File: src/rtl/regressive_timer_if.sv
//------------------------------------------------------------------------------
// regressive_timer_if : control/status bundle of the regressive timer
// Revision 1.0
//------------------------------------------------------------------------------
`default_nettype none

interface regressive_timer_if #(
  parameter int COUNT_WIDTH = 8
);
  logic                   load;
  logic [COUNT_WIDTH-1:0] load_value;
  logic                   enable;
  logic [COUNT_WIDTH-1:0] count;
  logic                   tick;
  logic                   done;
  logic                   running;
  logic                   zero;

  modport master (
    output load, load_value, enable,
    input  count, tick, done, running, zero
  );

  modport slave (
    input  load, load_value, enable,
    output count, tick, done, running, zero
  );
endinterface

`default_nettype wire

File: src/rtl/regressive_timer.sv
//------------------------------------------------------------------------------
// regressive_timer : prescaler + loadable down-counter with pause/reload/done.
// Optional AUTO_RELOAD_EN makes it a periodic timer.  Revision 1.0
//------------------------------------------------------------------------------
`default_nettype none

module regressive_timer #(
  parameter int CLK_FREQ_HZ = 50_000_000,
  parameter int TICK_HZ     = 1,
  parameter int COUNT_WIDTH = 8
) (
  input  wire logic         clock,
  input  wire logic         reset_n,
  regressive_timer_if.slave tmr
);

  localparam int PRESCALE = CLK_FREQ_HZ / TICK_HZ;
  localparam int PS_W     = (PRESCALE > 1) ? $clog2(PRESCALE) : 1;
  localparam logic [PS_W-1:0]        PS_LAST   = PS_W'(PRESCALE - 1);
  localparam logic [COUNT_WIDTH-1:0] COUNT_ONE = COUNT_WIDTH'(1);

  typedef enum logic [1:0] {
    S_IDLE = 2'd0,
    S_RUN  = 2'd1,
    S_DONE = 2'd2
  } state_e;

  state_e                 state_q;
  logic [COUNT_WIDTH-1:0] count_q;
  logic [PS_W-1:0]        prescale_q;
  logic                   done_q;
  logic                   tick_d;
`ifdef AUTO_RELOAD_EN
  logic [COUNT_WIDTH-1:0] reload_q;
`endif

  // Tick is decoded from registered state so a pause drops it in the same cycle.
  assign tick_d = (state_q == S_RUN) && tmr.enable && (prescale_q == PS_LAST);

  always_ff @(posedge clock or negedge reset_n) begin
    if (!reset_n) begin
      state_q    <= S_IDLE;
      count_q    <= '0;
      prescale_q <= '0;
      done_q     <= 1'b0;
`ifdef AUTO_RELOAD_EN
      reload_q   <= '0;
`endif
    end else begin
      done_q <= 1'b0;
      if (tmr.load) begin
        state_q    <= S_IDLE;
        count_q    <= tmr.load_value;
        prescale_q <= '0;
`ifdef AUTO_RELOAD_EN
        reload_q   <= tmr.load_value;
`endif
      end else begin
        case (state_q)
          S_IDLE: begin
            if (tmr.enable && (count_q != '0)) begin
              state_q    <= S_RUN;
              prescale_q <= '0;
            end
          end
          S_RUN: begin
            if (tmr.enable) begin
              if (tick_d) begin
                prescale_q <= '0;
                if (count_q == COUNT_ONE) begin
                  done_q <= 1'b1;
`ifdef AUTO_RELOAD_EN
                  count_q <= reload_q;
`else
                  count_q <= '0;
                  state_q <= S_DONE;
`endif
                end else begin
                  count_q <= count_q - COUNT_ONE;
                end
              end else begin
                prescale_q <= prescale_q + PS_W'(1);
              end
            end
          end
          S_DONE: begin
            state_q <= S_DONE;
          end
          default: begin
            state_q <= S_IDLE;
          end
        endcase
      end
    end
  end

  assign tmr.count   = count_q;
  assign tmr.tick    = tick_d;
  assign tmr.done    = done_q;
  assign tmr.running = (state_q == S_RUN);
  assign tmr.zero    = (count_q == '0);

endmodule

`default_nettype wire

File: src/flat_wrapper.sv
// flat-port wrapper written by rule: the top's interface ports become plain ports
module regressive_timer_flat 
#(
  parameter int CLK_FREQ_HZ = 50_000_000,
  parameter int TICK_HZ     = 1,
  parameter int COUNT_WIDTH = 8
)
  (clock, reset_n, tmr_load, tmr_load_value, tmr_enable, tmr_count, tmr_tick, tmr_done, tmr_running, tmr_zero);
  regressive_timer_if #(.COUNT_WIDTH(COUNT_WIDTH)) tmr_i ();
  input  wire logic clock;
  input  wire logic reset_n;
  input wire logic [$bits(tmr_i.load)-1:0] tmr_load;
  input wire logic [$bits(tmr_i.load_value)-1:0] tmr_load_value;
  input wire logic [$bits(tmr_i.enable)-1:0] tmr_enable;
  output wire logic [$bits(tmr_i.count)-1:0] tmr_count;
  output wire logic [$bits(tmr_i.tick)-1:0] tmr_tick;
  output wire logic [$bits(tmr_i.done)-1:0] tmr_done;
  output wire logic [$bits(tmr_i.running)-1:0] tmr_running;
  output wire logic [$bits(tmr_i.zero)-1:0] tmr_zero;
  assign tmr_i.load = tmr_load;
  assign tmr_i.load_value = tmr_load_value;
  assign tmr_i.enable = tmr_enable;
  assign tmr_count = tmr_i.count;
  assign tmr_tick = tmr_i.tick;
  assign tmr_done = tmr_i.done;
  assign tmr_running = tmr_i.running;
  assign tmr_zero = tmr_i.zero;
  regressive_timer #(.CLK_FREQ_HZ(CLK_FREQ_HZ), .TICK_HZ(TICK_HZ), .COUNT_WIDTH(COUNT_WIDTH)) u_core (.clock(clock), .reset_n(reset_n), .tmr(tmr_i));
endmodule
File: config.mk
export PLATFORM = sky130hd
export DESIGN_NAME = regressive_timer_flat
export DESIGN_NICKNAME = d
export VERILOG_FILES = /design/src/rtl/regressive_timer_if.sv /design/src/rtl/regressive_timer.sv /design/src/flat_wrapper.sv
export SDC_FILE = /design/constraint.sdc
export NUM_CORES = 1
export LEC_CHECK = 0
export CELL_PAD_IN_SITES_DETAIL_PLACEMENT = 2
export CELL_PAD_IN_SITES_GLOBAL_PLACEMENT = 2
export CORE_MARGIN = 1
export CORE_UTILIZATION = 37
export CTS_CLUSTER_SIZE = 40
export DETAILED_ROUTE_END_ITERATION = 10
export HOLD_SLACK_MARGIN = 0.03
export PLACE_DENSITY_LB_ADDON = 0.1
export SLEW_MARGIN = 10
export SYNTH_ARGS = -nofsm -noshare
export SYNTH_HDL_FRONTEND = slang
export SYNTH_SLANG_ARGS = --single-unit
File: constraint.sdc
create_clock -name clock -period 6 [get_ports clock]
set_input_delay 0.6 -clock clock [delete_from_list [all_inputs] [get_ports clock]]
set_output_delay 0.6 -clock clock [all_outputs]
set_load 0.03 [all_outputs]
==> metrics <==
status complete, no violations; DRT Wirelength 6450 µm; count leader, synth dfrtp_1; Synth async-reset ratio 100%; top cells by count, synth dfrtp_1, nor2_1, nand2_1, o21ai_0; drt initial violations 79; setup bufs post-CTS 0; Place WS 2360 ps; CP Max Fanout 6; first-pass GRT wire length 11200 µm; CTS root buffer clkbuf_8; Inserted Clock Buffers 5; # DRC 0; Final TNS setup 0 ps; Row Count 27; Area contributors post-synth dfrtp_1, xnor2_1, nor2_1; ant diodes 0; Crit Path Category reg2out; synthesized area about 0.0022 mm²; Area growth syn-to-layout 16.1%; CTS Buffer Depth 2; Final Max Tran Viols 0; startpoint class of the critical path flop; min Tclk post-route 3710 ps; remaining antenna violation count 0; worst slew pin tran 870 ps; share of the synthesized area in the top cell type a little over two fifths; total track usage a little under a quarter; initial core utilization 39.3%; Pwr per Cell Area 250 mW/mm²; pin count of the biggest net entering global routing 38; die width 79.4 µm; layout cell share with drive strength beyond 1 6.74%; PortBufs 23; fin nets between 200 and 300; Fin. Hold Viols 0; setup violators final 0; via count 2001; syn nets 264; relative slew slack a little over two fifths; DR pass1 iterations 4; IR Drop Worst-Case VDD roughly 0.13 mV; CP Capture Type output pin; max_cap viols 0; ys flop type dfrtp_1; Hold Buf Count CTS 0; Final Skew 12.3 ps; core area 0.00564 mm²; Routed wire per std cell 19.0 µm; CP arrival a little over 3000 ps; Max Clk Rate 270 MHz; Cells after Synth 247; Via-to-Cell Ratio about 5.9; clock-pin slew on the worst setup and hold paths about 90 ps; WP data required around 5400 ps; Synth cell types 47; Mapped Avg Cell Area approximately 9 µm²; RSZ-0062 raised after global routing no; dpl hpwl 4640 µm; Hold WC Path Type in2async; die area 0.00631 mm²; antenna violations before repair 0; CTS sink cnt 37; Yosys reg bits 37; clk_lat worst skew around 300 ps; setup ws final 2290 ps; gr ovfl total 0; GP Congestion 0.724; Synth area leader dfrtp_1; Tcrit/Tclk final about three fifths; register area share after synthesis 41.8%; io pins 24; # resized after CTS 0; EDFF count, synth 0; die height 79.4 µm; CTS tree done; P_leak 0.990 nW; YS warnings 0; vias in the first global route roughly 2.2k; # fillers 636; CTS H-tree lvls 2
path summary, 6_finish.rpt:
| check | startpoint | cells after the start | endpoint | slack, ps |
|---|---|---|---|---|
| min | reset_n | 1 | u_core.prescale_q[24] | 410 |
| max in group asynchronous | reset_n | 1 | u_core.prescale_q[8] | 5040 |
| max reg2reg | u_core.tmr.count[0] | 7 | u_core.prescale_q[21] | 3200 |
| max | u_core.state_q[1] | 6 | tmr_tick | 2290 |
| min in group clock | u_core.prescale_q[25] | 2 | u_core.prescale_q[25] | 550 |
| min reg2reg | u_core.prescale_q[25] | 2 | u_core.prescale_q[25] | 550 |
registers in the layout, indices dropped and copies added, names as in the netlist:
signal,count
u_core.prescale_q,26
u_core.tmr.count,8
u_core.state_q,2
u_core.tmr.done,1
per-stage QoR:
| stage | util [%] | cells | hold slack, ps | total power, mW | instance area [µm²] |
|---|---|---|---|---|---|
| final | 45.6 | 339 | 409 | 0.643 | 2570 |
| after global routing | 45.6 | 339 | 460 | 0.681 | 2570 |
| after CTS | 45.6 | 339 | 438 | 0.650 | 2570 |
| after detailed placement | 44.1 | 331 | 543 | 0.467 | 2490 |
| after global placement | 44.1 | 331 | 527 | 0.464 | 2490 |
| after floorplan | - | 247 | 304 | 0.399 | 2220 |
layout make-up:
class	count	area (µm²)	share of cell area, %
Tap cell	72	90.1	3.50
Inverter	6	22.5	0.875
Multi-Input combinational cell	192	1220	47.3
Timing Repair Buffer	24	233	9.04
Clock inverter	3	17.5	0.681
Sequential cell	37	926	36.0
Clock buffer	5	68.8	2.67
per-layer routing:
| layer | part of all wire (%) | track usage (%) | up-vias |
|---|---|---|---|
| li1 | - | - | 937 |
| met1 | 48 | 31.2 | 1025 |
| met2 | 47 | 37.5 | 30 |
| met3 | 3.4 | 4.46 | 9 |
| met4 | 1.3 | 6.91 | 0 |
| met5 | 0 | 0 | - |
power by group:
part	switching, mW	leakage [nW]	internal, mW
sequential	0.0162	0.495	0.262
combinational	0.114	0.451	0.0701
clock	0.100	0.0439	0.0803
total	0.230	0.990	0.413
kinds of logic (layout without fill, tap and decap cells):
family                   Yosys count  after routing  synth area share [%]
adder cells (fa/ha/maj)            5              5                  2.82
multiplexers                       5              5                  2.37
AO/OA/AOI/OAI                     47             47                  14.2
buffers and inverters             18             38                  3.39
XOR/XNOR                          13             13                  5.14
AND/OR/NAND/NOR                  122            122                  30.3
flip-flops                        37             37                  41.8
worst max-delay path, stage by stage (launching register included):
cell and delay, ps:
dfrtp_1 400, inv_1 100, ha_1 280, nor4b_1 400
nand4_1 190, nor3_1 630, clkdlybuf4s50_1 800
cells in the final DEF (no fill, tap or decap), types with 5 or more instances in the layout:
cell type        instances
xnor2_1                 11
nand4_1                  6
ha_1                     5
o21ai_0                 13
a21oi_1                 11
or3_1                    8
clkdlybuf4s50_1         22
nor2_1                  23
nand3_1                  8
clkbuf_8                 5
inv_1                    6
nor4_1                   8
and4_1                   5
and3_1                   9
nand2_1                 22
nor3_1                   7
dfrtp_1                 37
Note: power is estimated with default switching activity, not from simulation.
==> edit, RTL diff (config.mk and constraints unchanged) <==
The 3 states of `state_e` get a one-hot encoding in 3 bits.
--- a/src/rtl/regressive_timer.sv
+++ b/src/rtl/regressive_timer.sv
@@ -20,8 +20,8 @@
   localparam logic [COUNT_WIDTH-1:0] COUNT_ONE = COUNT_WIDTH'(1);
 
-  typedef enum logic [1:0] {
-    S_IDLE = 2'd0,
-    S_RUN  = 2'd1,
-    S_DONE = 2'd2
+  typedef enum logic [2:0] {
+    S_IDLE = 3'b001,
+    S_RUN  = 3'b010,
+    S_DONE = 3'b100
   } state_e;
 
Formal check against the unedited RTL: no difference found for any inputs over 10 cycles, from zero or initial values and one cycle with reset_n low; not proved beyond that.
==> edit against the unedited design <==
  * Synthesized cell count grew 6.1%
  * Sequential cell count grew 1
  * Maximum frequency shrank 3.7%
  * Via count grew 11%
  * Core utilization shrank 0.40 points
  * Synthesized area grew 6.5%
  * Routed wire length grew 16%
  * Critical path depth is the same
  * Final area grew 5.9%
  * Worst setup slack lost 140 ps
  * Highest routed layer unchanged
  * Critical path type is now in2out
Power is not compared: it rests on default switching activity, and its combinational part moved more than twofold at a synthesized area within 25%.
==> edit: results (changes against the unedited design) <==
stage;metric;value;unit;change
status;status;finished, final reports clean;;unchanged
place;PortBufs;23;;unchanged
synthesis;Mapped Nets;277;;was 264
global_routing;largest net degree at the start of global routing;39;;was 38
synthesis;post-synthesis sequential area ratio;40.3;%;was 41.8%
critical_path;WP data arrival;3250;ps;was 3110 ps
layout;layout cells sized above 1;8.83;%;was 6.74%
critical_path;worst setup path end;tmr_tick;;unchanged
place;DP HPWL;5360;µm;was 4640 µm
global_routing;met2 usage;43.1;%;was 37.5%
critical_path;RR Endpoint;u_core.prescale_q[23];;was u_core.prescale_q[21]
routing;number of DRC markers in iteration 0;96;;was 79
sta;worst slew pin tran;1190;ps;was 870 ps
place;pre-CTS setup slack;2100;ps;was 2360 ps
critical_path;R2R Path Start;u_core.prescale_q[12];;was u_core.tmr.count[0]
synthesis;top cells by area, synth;dfrtp_1 (39%), nand2_1 (5.1%), nand4_1 (3.2%), a21oi_1 (3.0%), a22o_1 (2.6%);;was dfrtp_1 (42%), xnor2_1 (4.3%), nor2_1 (3.9%), nand2_1 (3.7%), o21ai_0 (2.9%)
routing;Vias per Instance;6.22;;was 5.90
global_routing;GRT met1 Usage;31.0;%;was 31.2%
synthesis;Synth top cells by count;dfrtp_1 (37), nand2_1 (32), nor2_1 (15), a21oi_1 (14);;was dfrtp_1 (37), nor2_1 (23), nand2_1 (22), o21ai_0 (13)
layout;Final #Nets;297;;was 283
synthesis;Yosys cell types;52;;was 47
layout;ANT cells;0;;unchanged
critical_path;R2R depth;5;;was 7
global_routing;first-pass GRT wire length;12300;µm;was 11200 µm
routing;via count;2226;;was 2001
place;Inst Count DP;350;;was 331
global_routing;total global routing track utilization;24.8;%;was 23.2%
sta;clk_skew;7.14;ps;was 12.3 ps
place;GP Congestion;0.851;;was 0.724
critical_path;Critical Path Max Stage Delay;710;ps;was 800 ps
critical_path;worst-path maximum fanout;14;;was 6
synthesis;average size of a mapped cell;9.01;µm²;was 8.98 µm²
sta;Fmax;260;MHz;was 270 MHz
global_routing;vias in the first global route;2387;;was 2193
routing;Avg WL per Cell;20.8;µm;was 19.0 µm
critical_path;crit path launch;tmr_enable;;was u_core.state_q[1]
edit: changes by cell type after synthesis, sizes merged, moves of 6 or more:
cell / before / now
xnor2: 11 / 2
nor2: 23 / 15
o31ai: 2 / 8
nand4: 6 / 12
nand2: 22 / 32
and3: 9 / 3
edit: kinds of logic (layout without fill, tap and decap cells):
kind of cell	Yosys count	in the layout	share of synthesized area (%)
and+or+nand+nor	120	120	28.8
AOI/OAI and AO/OA	72	72	22.5
DFF	38	38	40.3
buffers and inverters	22	43	4.03
muxes	4	4	1.70
adders and majority gates	3	3	1.59
xor gates and xnor gates	3	3	1.11
edit: layout make-up:
class / instances / area (µm²) / share of cell area, %
Inverter: 11 / 41.3 / 1.52
Clock inverter: 1 / 5.00 / 0.184
Clock buffer: 7 / 86.3 / 3.17
Timing Repair Buffer: 24 / 233 / 8.54
Multi-Input combinational cell: 202 / 1310 / 48.2
Tap cell: 75 / 93.8 / 3.44
Sequential cell: 38 / 952 / 34.9
edit: power by group through the flow:
stage	Clock, mW	Combinational, mW	Sequential, mW
2_1_floorplan	0	0.0460	0.284
3_3_place_gp	0	0.0880	0.276
3_5_place_dp	0	0.0905	0.277
4_1_cts	0.195	0.0912	0.271
5_1_grt	0.203	0.0984	0.273
6_report	0.187	0.0900	0.271
edit: how the worst min path moves through the flow:
| stage | startpoint | to | slack [ps] | depth (start not counted) |
|---|---|---|---|---|
| floorplan | reset_n | u_core.prescale_q[0] | 300 | 0 |
| global placement | u_core.prescale_q[6] | u_core.prescale_q[6] | 510 | 2 |
| detailed placement | u_core.prescale_q[6] | u_core.prescale_q[6] | 550 | 2 |
| CTS | reset_n | u_core.tmr.count[5] | 460 | 1 |
| global route | reset_n | u_core.tmr.count[4] | 510 | 1 |
| finish | reset_n | u_core.tmr.count[5] | 440 | 1 |
edit: routing by layer:
metal	part of all wire, %	vias up
met3	2.7	10
li1	-	1040
met1	45	1140
met4	1.4	0
met2	51	36
met5	0	-
edit: worst max-delay path: cells and delay by family:
kind	cells	cell delay [ps]
and+or+nand+nor	4	1350
buffers and inverters	2	1300
